## config.mk

```make
export PLATFORM = sky130hd
export DESIGN_NAME = axis_adder_arbiter
export DESIGN_NICKNAME = d
export VERILOG_FILES = /design/src/rtl/axis_adder_arbiter.sv
export SDC_FILE = /design/constraint.sdc
export NUM_CORES = 1
export LEC_CHECK = 0
export ABC_AREA = 1
export CAP_MARGIN = 20
export CORE_MARGIN = 10
export CORE_UTILIZATION = 43
export CTS_CLUSTER_DIAMETER = 150
export CTS_CLUSTER_SIZE = 30
export DETAILED_ROUTE_END_ITERATION = 16
export GPL_ROUTABILITY_DRIVEN = 0
export GPL_TIMING_DRIVEN = 1
export PLACE_DENSITY = 0.87
export RECOVER_POWER = 50
export SYNTH_ARGS = -nofsm -noshare
export SYNTH_HDL_FRONTEND = slang
export SYNTH_SLANG_ARGS = --single-unit
export TNS_END_PERCENT = 5
```

## constraint.sdc

```tcl
create_clock -name aclk -period 5.88 [get_ports aclk]
set_clock_uncertainty 0.15 [all_clocks]
set_input_delay 1.176 -clock aclk [delete_from_list [all_inputs] [get_ports aclk]]
set_output_delay 1.176 -clock aclk [all_outputs]
set_load 0.02 [all_outputs]
```

## src/rtl/axis_adder_arbiter.sv

```systemverilog
// axis_adder_arbiter: round-robin arbiter that time-shares one two-operand
// adder among NUM_PORTS AXI4-Stream requesters, with optional burst hold.
// The result register is tagged in tuser with the originating port index.
// Optional feature macro: AXIS_ADDER_ARBITER_SATURATE_EN (saturating sum
// instead of modular wrap; latency unchanged).
module axis_adder_arbiter #(
    parameter int    NUM_PORTS         = 4,
    parameter int    AXIS_TDATA_WIDTH  = 32,
    parameter string AXIS_TDATA_SIGNED = "FALSE",
    parameter int    BURST_LEN         = 1,
    localparam int   UW                = (NUM_PORTS > 2) ? $clog2(NUM_PORTS) : 1
) (
    input  logic                                    aclk,
    input  logic                                    areset,
    input  logic [NUM_PORTS*2*AXIS_TDATA_WIDTH-1:0] s_axis_tdata,
    input  logic [NUM_PORTS-1:0]                    s_axis_tvalid,
    output logic [NUM_PORTS-1:0]                    s_axis_tready,
    output logic [AXIS_TDATA_WIDTH-1:0]             m_axis_tdata,
    output logic [UW-1:0]                           m_axis_tuser,
    output logic                                    m_axis_tvalid,
    input  logic                                    m_axis_tready
);

    localparam int              W          = AXIS_TDATA_WIDTH;
    localparam bit              IS_SIGNED  = (AXIS_TDATA_SIGNED == "TRUE");
    localparam logic [0:0]      ST_ARB     = 1'b0;
    localparam logic [0:0]      ST_HOLD    = 1'b1;
    localparam logic [7:0]      BURST_LAST = 8'(BURST_LEN);
    localparam logic [UW-1:0]   LAST_PORT  = UW'(NUM_PORTS - 1);

    // Control state
    logic [0:0]           r_state;
    logic [UW-1:0]        r_rr_ptr;
    logic [UW-1:0]        r_held;
    logic [7:0]           r_beat_cnt;

    // Output stage
    logic                 r_vld_p1;
    logic signed [W-1:0]  r_tdata_p1;
    logic [UW-1:0]        r_tuser_p1;

    // Arbitration and datapath
    logic                 w_can_accept;
    logic                 w_found;
    logic [UW-1:0]        w_grant;
    logic                 w_found_hi;
    logic [UW-1:0]        w_grant_hi;
    logic [UW-1:0]        w_sel;
    logic                 w_held_vld;
    logic [NUM_PORTS-1:0] w_ready;
    logic                 w_xfer;
    logic signed [W-1:0]  w_op_a_p0;
    logic signed [W-1:0]  w_op_b_p0;
    logic signed [W-1:0]  w_sum_p0;

    // Round-robin successor with wrap at NUM_PORTS (not necessarily a power of two).
    function automatic logic [UW-1:0] f_next(input logic [UW-1:0] p);
        return (p == LAST_PORT) ? '0 : p + UW'(1);
    endfunction

    // W+1-bit add with sign/zero extension; either clamp or wrap back to W bits.
    function automatic logic signed [W-1:0] f_add(input logic signed [W-1:0] a,
                                                  input logic signed [W-1:0] b);
        logic signed [W:0] ext_sum;
        if (IS_SIGNED)
            ext_sum = {a[W-1], a} + {b[W-1], b};
        else
            ext_sum = {1'b0, a} + {1'b0, b};
`ifdef AXIS_ADDER_ARBITER_SATURATE_EN
        if (IS_SIGNED) begin
            // Top two bits disagree only when the true sum left the W-bit range.
            if (ext_sum[W] != ext_sum[W-1])
                return ext_sum[W] ? {1'b1, {(W-1){1'b0}}} : {1'b0, {(W-1){1'b1}}};
            return W'(ext_sum);
        end
        return ext_sum[W] ? '1 : W'(ext_sum);
`else
        return W'(ext_sum);
`endif
    endfunction

    assign w_can_accept = ~r_vld_p1 | m_axis_tready;

    // Grant: lowest valid index at or above rr_ptr, else lowest valid index overall (wrap).
    always_comb begin
        w_found    = 1'b0;
        w_grant    = '0;
        w_found_hi = 1'b0;
        w_grant_hi = '0;
        for (int i = NUM_PORTS - 1; i >= 0; i--) begin
            if (s_axis_tvalid[i]) begin
                w_found = 1'b1;
                w_grant = UW'(i);
                if (UW'(i) >= r_rr_ptr) begin
                    w_found_hi = 1'b1;
                    w_grant_hi = UW'(i);
                end
            end
        end
        if (w_found_hi)
            w_grant = w_grant_hi;
    end

    // Ready generation: one-hot on the selected port, suppressed during reset and backpressure.
    always_comb begin
        w_ready    = '0;
        w_held_vld = 1'b0;
        w_sel      = (r_state == ST_HOLD) ? r_held : w_grant;
        for (int i = 0; i < NUM_PORTS; i++) begin
            if (UW'(i) == r_held)
                w_held_vld = s_axis_tvalid[i];
            if (UW'(i) == w_sel) begin
                if (r_state == ST_HOLD)
                    w_ready[i] = w_can_accept & s_axis_tvalid[i];
                else
                    w_ready[i] = w_can_accept & w_found;
            end
        end
        if (areset)
            w_ready = '0;
    end

    assign w_xfer = |w_ready;

    // Operand mux: pick the selected port's (a, b) pair for the shared adder.
    always_comb begin
        w_op_a_p0 = '0;
        w_op_b_p0 = '0;
        for (int i = 0; i < NUM_PORTS; i++) begin
            if (UW'(i) == w_sel) begin
                w_op_a_p0 = s_axis_tdata[2*i*W +: W];
                w_op_b_p0 = s_axis_tdata[(2*i+1)*W +: W];
            end
        end
    end

    assign w_sum_p0 = f_add(w_op_a_p0, w_op_b_p0);

    // Output register: load on transfer, drop valid when downstream takes the beat.
    always_ff @(posedge aclk) begin
        if (areset) begin
            r_vld_p1   <= 1'b0;
            r_tdata_p1 <= '0;
            r_tuser_p1 <= '0;
        end else if (w_xfer) begin
            r_vld_p1   <= 1'b1;
            r_tdata_p1 <= w_sum_p0;
            r_tuser_p1 <= w_sel;
        end else if (m_axis_tready) begin
            r_vld_p1   <= 1'b0;
        end
    end

    // Arbitration FSM: rotate after each beat, or hold a port for up to BURST_LEN beats.
    always_ff @(posedge aclk) begin
        if (areset) begin
            r_state    <= ST_ARB;
            r_rr_ptr   <= '0;
            r_held     <= '0;
            r_beat_cnt <= '0;
        end else begin
            case (r_state)
                ST_ARB: begin
                    if (w_xfer) begin
                        if (BURST_LEN == 1) begin
                            r_rr_ptr <= f_next(w_grant);
                        end else begin
                            r_state    <= ST_HOLD;
                            r_held     <= w_grant;
                            r_beat_cnt <= 8'd1;
                        end
                    end
                end
                ST_HOLD: begin
                    if (w_xfer) begin
                        if (r_beat_cnt + 8'd1 == BURST_LAST) begin
                            r_state    <= ST_ARB;
                            r_rr_ptr   <= f_next(r_held);
                            r_beat_cnt <= '0;
                        end else begin
                            r_beat_cnt <= r_beat_cnt + 8'd1;
                        end
                    end else if (w_can_accept && !w_held_vld) begin
                        // Held port went idle: give up the burst early.
                        r_state    <= ST_ARB;
                        r_rr_ptr   <= f_next(r_held);
                        r_beat_cnt <= '0;
                    end
                end
                default: begin
                    r_state <= ST_ARB;
                end
            endcase
        end
    end

    assign s_axis_tready = w_ready;
    assign m_axis_tdata  = r_tdata_p1;
    assign m_axis_tuser  = r_tuser_p1;
    assign m_axis_tvalid = r_vld_p1;

endmodule

```

==> results.txt, run 1 <==
CTS Root Cell - clkbuf_16
initial antenna violation count - 0
period utilisation layout - 0.924
fin cells - 1350
CP Max Fanout - 26
Syn. warnings - 0
first-pass GRT wire length - 40400 µm
worst r2r dst - m_axis_tdata[20]$_SDFFE_PP0P_
via count - 7650
Layout area overhead - 62.2%
Hold EP - r_rr_ptr[0]$_SDFFE_PP0P_
Final ANT Viol Nets - 0
multiplexer share of the synthesized area - 0
Max transition margin - 0.187
HP Start - r_rr_ptr[0]$_SDFFE_PP0P_
CTS H-tree depth - 2
top_reg_cell synth - dfxtp_1
CP startpoint - areset
Final Critical Period - 5430 ps
worst-margin pin slew - 1220 ps
largest net degree at the start of global routing - 50
worst-case reg-to-reg path depth - 21
area post-placement - 8470 µm²
final WL - 26400 µm
CTS Hold Buffers Added - 0
setup bufs post-CTS - 0
Post-Synth XOR/XNOR Area - 0.0280
Top-Level Pins - 302
clock buffer count from CTS - 5
Mapped Area - 5310 µm²
dpl cells - 1342
Fmax - 0.184 GHz
final setup TNS - 0 ps
kind of critical path - input pin to primary output
CTS tree - built
synthesized instance count - 895
share of layout cells above drive strength 1 - 0.0389
CP endpoint kind - primary output
wl on met1 - 10200 µm
Die W - 131 µm
CP arrival - 4110 ps
sequential element share of the synthesized area - 0.173
Worst IR Drop VDD - 0.166 mV
adder-cell share of the synthesized area - 0.0815
clock sink count - 46
router iterations before antenna repair - 5
number of nets in the layout - 1478
met2 WL post-DR - 12700 µm
n_diodes - 0
post-cts gate resize count - 0
fin util - 0.714
Simple-Gate Fraction of Synth Area - 0.372
worst hold path class - register to register
die height - 131 µm
First DRT Iteration DRCs - 607
Worst-Skew Late Latency - 290 ps
Pwr per Cell Area - 269 nW/µm²
Syn Nets - 1192
Async S/R FF share, synth - 0
DR DRC count - 0
final setup fails - 0
Fin Hold WS - 320 ps
status - finished clean
Syn Area/Cell - 5.93 µm²
Max Used Layer - met4
main area contributors after synthesis - dfxtp_1 17%, nand2_1 11%, nor2_1 11%, ha_1 7.8%, nand3_1 6.8%
flop-to-flop setup slack - 1530 ps
Initial Util - 0.440
Yosys top cell area share - 0.173
drt wl/cell - 19.5 µm
Final Instance Area - 8610 µm²
vias per std cell - 5.67
count of final max-slew check failures - 0
DPL Wire Length - 21800 µm
row count - 40
FF-to-FF Start - r_rr_ptr[1]$_SDFFE_PP0P_
Core Region - 12100 µm²
P_leak - 0.00375 µW
post-synthesis cell type count - 44
GRT Overall Usage - 0.285
WHS Path Cells - 2
Reg clk slew, reported paths - 60 ps
maximum root-to-sink buffer count - 2
#FFs+latches synth - 46
vias in the first global route - 7453
RSZ-0062 raised after global routing - no
Req. time, crit path - 4550 ps
met3 wire len - 2580 µm
remaining global-route overflow - 0
PortBufs - 301
die area - 17200 µm²
largest family of logic cells by synthesized area - simple AND/OR/NAND/NOR gates
maxcap violations - 0
EDFF count, synth - 0
final hold vios - 0
cell taking the most area after synthesis - dfxtp_1
compound-cell area share of the yosys netlist - 0.247
Worst setup SP type - input pin
how the worst max path moves through the flow:
| stage | to | cells after the start |
|---|---|---|
| after floorplan | m_axis_tdata[30]$_SDFFE_PP0P_ | 21 |
| after global placement | m_axis_tdata[20]$_SDFFE_PP0P_ | 21 |
| after detailed placement | m_axis_tdata[20]$_SDFFE_PP0P_ | 21 |
| after CTS | s_axis_tready[1] | 9 |
| after global routing | m_axis_tdata[21]$_SDFFE_PP0P_ | 22 |
| final | s_axis_tready[0] | 7 |
cells in the final DEF, fill, tap and decap left out, types with 3 or more instances in the layout:
cell type | synthesis | routed
ha_1 | 33 | 33
a21boi_0 | 4 | 4
nor3_1 | 45 | 45
clkdlybuf4s50_1 | 0 | 265
nand2_1 | 150 | 150
a21o_1 | 5 | 5
inv_2 | 6 | 4
a21oi_1 | 71 | 71
o21a_1 | 4 | 4
dfxtp_1 | 46 | 46
clkbuf_16 | 0 | 5
or2_2 | 7 | 7
nand4_1 | 12 | 12
o211ai_1 | 15 | 15
a22oi_1 | 14 | 14
o21ai_0 | 37 | 37
inv_1 | 85 | 87
xnor2_1 | 10 | 10
a31oi_1 | 3 | 3
o22ai_1 | 49 | 49
nor2_1 | 149 | 149
nand3_1 | 72 | 73
dlygate4sd3_1 | 0 | 36
xor2_1 | 7 | 7
o21bai_1 | 6 | 6
nand3b_1 | 4 | 4
nand3_2 | 4 | 3
buf_4 | 2 | 11
nor4_1 | 3 | 3
metal layers:
metal	vias up	GRT usage
li1	3648	-
met1	3483	0.322
met2	447	0.500
met3	72	0.0835
met4	0	0.0913
met5	-	0
through the flow:
step,total power (µW),setup WS (ps)
3_5_place_dp,2020,346
2_1_floorplan,1430,1690
4_1_cts,2310,597
6_report,2320,447
5_1_grt,2500,199
3_3_place_gp,2000,446
where the power goes:
group	switching, µW	internal [µW]
logic	977	675
registers	25.7	359
clock network	126	158
state kept, by name, summed over array words and instances (netlist names):
name           count
m_axis_tdata      32
m_axis_tuser       2
m_axis_tvalid      1
r_beat_cnt         8
r_rr_ptr           2
r_state            1
cell usage after synthesis (12+ instances only):
| cell | instances |
|---|---|
| a21oi_1 | 71 |
| inv_1 | 85 |
| o211ai_1 | 15 |
| a22oi_1 | 14 |
| nor2_1 | 149 |
| nor3_1 | 45 |
| o22ai_1 | 49 |
| nand2_1 | 150 |
| ha_1 | 33 |
| nand3_1 | 72 |
| nand4_1 | 12 |
| dfxtp_1 | 46 |
| o21ai_0 | 37 |
| buf_2 | 24 |
cell type report:
type	instances	area, µm²
tap	168	210
timing repair buffer	314	3120
clock buffer	5	125
sequential	46	921
fill	1060	3450
multi-input combinational	721	3860
clock inverter	3	21.3
inverter	93	352
cells by family after synthesis:
group | Yosys count
AND/OR/NAND/NOR | 452
XOR/XNOR | 17
AO/OA/AOI/OAI | 218
flip-flops | 46
adder cells (fa/ha/maj) | 34
buffers and inverters | 128
critical path, stage by stage:
cell	delay (ps)
dlygate4sd3_1	520
clkbuf_1	890
clkinv_1	180
buf_4	280
nand3_1	350
nor2_1	130
clkdlybuf4s50_1	570
Power figures use the tool's default switching activity.
==> run 2, diff against run 1 <==
- CTS_CLUSTER_DIAMETER: 150 -> 80
==> results of run 2 <==
Same layout as run 1: the final DEF is identical, and so are final timing and power.
==> run 3, diff against run 2 <==
- CTS_BUF_LIST: unset -> sky130_fd_sc_hd__clkbuf_8
==> results.txt, run 3 (synthesis gave the netlist of run 1 again) <==
final setup fails - 0
initial antenna violation count - 0
die height - 131 µm
Layout area overhead - 61.1%
Reg clk slew, reported paths - 90 ps
Pwr per Cell Area - 261 nW/µm²
drt wl/cell - 19.4 µm
CTS tree - built
RSZ-0062 raised after global routing - no
status - finished clean
Worst setup SP type - input pin
Req. time, crit path - 4550 ps
GRT Overall Usage - 0.284
maximum root-to-sink buffer count - 2
worst hold path class - register to register
CP Max Fanout - 26
clock buffer count from CTS - 5
CTS Hold Buffers Added - 0
vias per std cell - 5.57
first-pass GRT wire length - 40400 µm
PortBufs - 301
Worst-Skew Late Latency - 310 ps
Crit path buffers/inverters - 5
DR DRC count - 0
CTS H-tree depth - 2
setup bufs post-CTS - 0
Initial Util - 0.440
Worst IR Drop VDD - 0.146 mV
maxcap violations - 0
fin cells - 1350
Largest register FFs - 32
remaining global-route overflow - 0
largest net degree at the start of global routing - 50
via count - 7522
dpl cells - 1342
final hold vios - 0
Top-Level Pins - 302
Core Region - 12100 µm²
worst-margin pin slew - 1180 ps
number of nets in the layout - 1478
Final Critical Period - 5410 ps
Max transition margin - 0.211
CP arrival - 4090 ps
vias in the first global route - 7424
critical path cell sequence - dlygate4sd3_1 -> clkbuf_1 -> clkinv_1 -> buf_4 -> nand3_1 -> nor2_1 -> clkdlybuf4s50_1
Fill cells - 1074
router iterations before antenna repair - 5
row count - 40
Slowest-stage cell, CP - clkbuf_1
final setup TNS - 0 ps
most frequent cells in the layout - 265 x clkdlybuf4s50_1, 150 x nand2_1, 149 x nor2_1
max incr delay on CP - 870 ps
die area - 17200 µm²
share of layout cells above drive strength 1 - 0.0389
CP endpoint kind - primary output
P_leak - 0.00372 µW
CTS Root Cell - clkbuf_8
period utilisation layout - 0.920
Die W - 131 µm
most common cell after layout, fill and taps aside - clkdlybuf4s50_1
kind of critical path - input pin to primary output
count of final max-slew check failures - 0
clock sink count - 46
First DRT Iteration DRCs - 653
kind of cell adding the most delay to the critical path - buffers and inverters
Final ANT Viol Nets - 0
post-cts gate resize count - 0
DPL Wire Length - 21800 µm
Fmax - 0.185 GHz
final WL - 26100 µm
n_diodes - 0
run 3: cell counts in the layout (fill, tap and decap cells not counted):
No cell type changed its count.
run 3: final timing paths:
check                                start                            end  slack, ps  cells after the start
setup / recovery                    areset               s_axis_tready[0]        470                      7
hold / removal    r_rr_ptr[0]$_SDFFE_PP0P_       r_rr_ptr[0]$_SDFFE_PP0P_        320                      2
setup reg to reg  r_rr_ptr[1]$_SDFFE_PP0P_  m_axis_tdata[20]$_SDFFE_PP0P_       1540                     21
hold reg to reg   r_rr_ptr[0]$_SDFFE_PP0P_       r_rr_ptr[0]$_SDFFE_PP0P_        320                      2
run 3: layout make-up:
cell class	count	area (µm²)	area share
inverters	93	352	0.0411
clock inverters	3	21.3	0.00249
multi-input cells	721	3860	0.452
repair buffers	314	3120	0.365
flip-flops and latches	46	921	0.108
well taps	168	210	0.0246
clock buffers	5	68.8	0.00804
run 3: through the flow:
stage	cell area [µm²]	hold WS (ps)	worst slack, ps	utilization	total power (µW)
floorplan	5310	289	1690	-	1430
global placement	8470	304	446	0.702	2000
detailed placement	8470	310	346	0.702	2020
CTS	8560	322	597	0.710	2220
global route	8550	351	222	0.709	2410
finish	8550	323	469	0.709	2230
run 3: tightest hold or removal path, delay by kind of cell (launching register included):
family	cells	cell delay (ps)
AOI/OAI and AO/OA	1	50
DFF	1	330
buffers and inverters	1	50
run 3: report_power, final:
part	total, µW	leakage [µW]	internal [µW]	switching, µW
registers	384	0.000380	359	25.6
clock network	199	0.0000441	83.7	115
logic	1650	0.00330	674	971
total	2230	0.00372	1120	1110
run 3: layer usage:
| metal | routed length [µm] | global-route usage | vias to the layer above |
|---|---|---|---|
| li1 | - | - | 3646 |
| met1 | 10100 | 0.321 | 3395 |
| met2 | 12600 | 0.502 | 422 |
| met3 | 2620 | 0.0796 | 59 |
| met4 | 788 | 0.0875 | 0 |
| met5 | 0 | 0 | - |
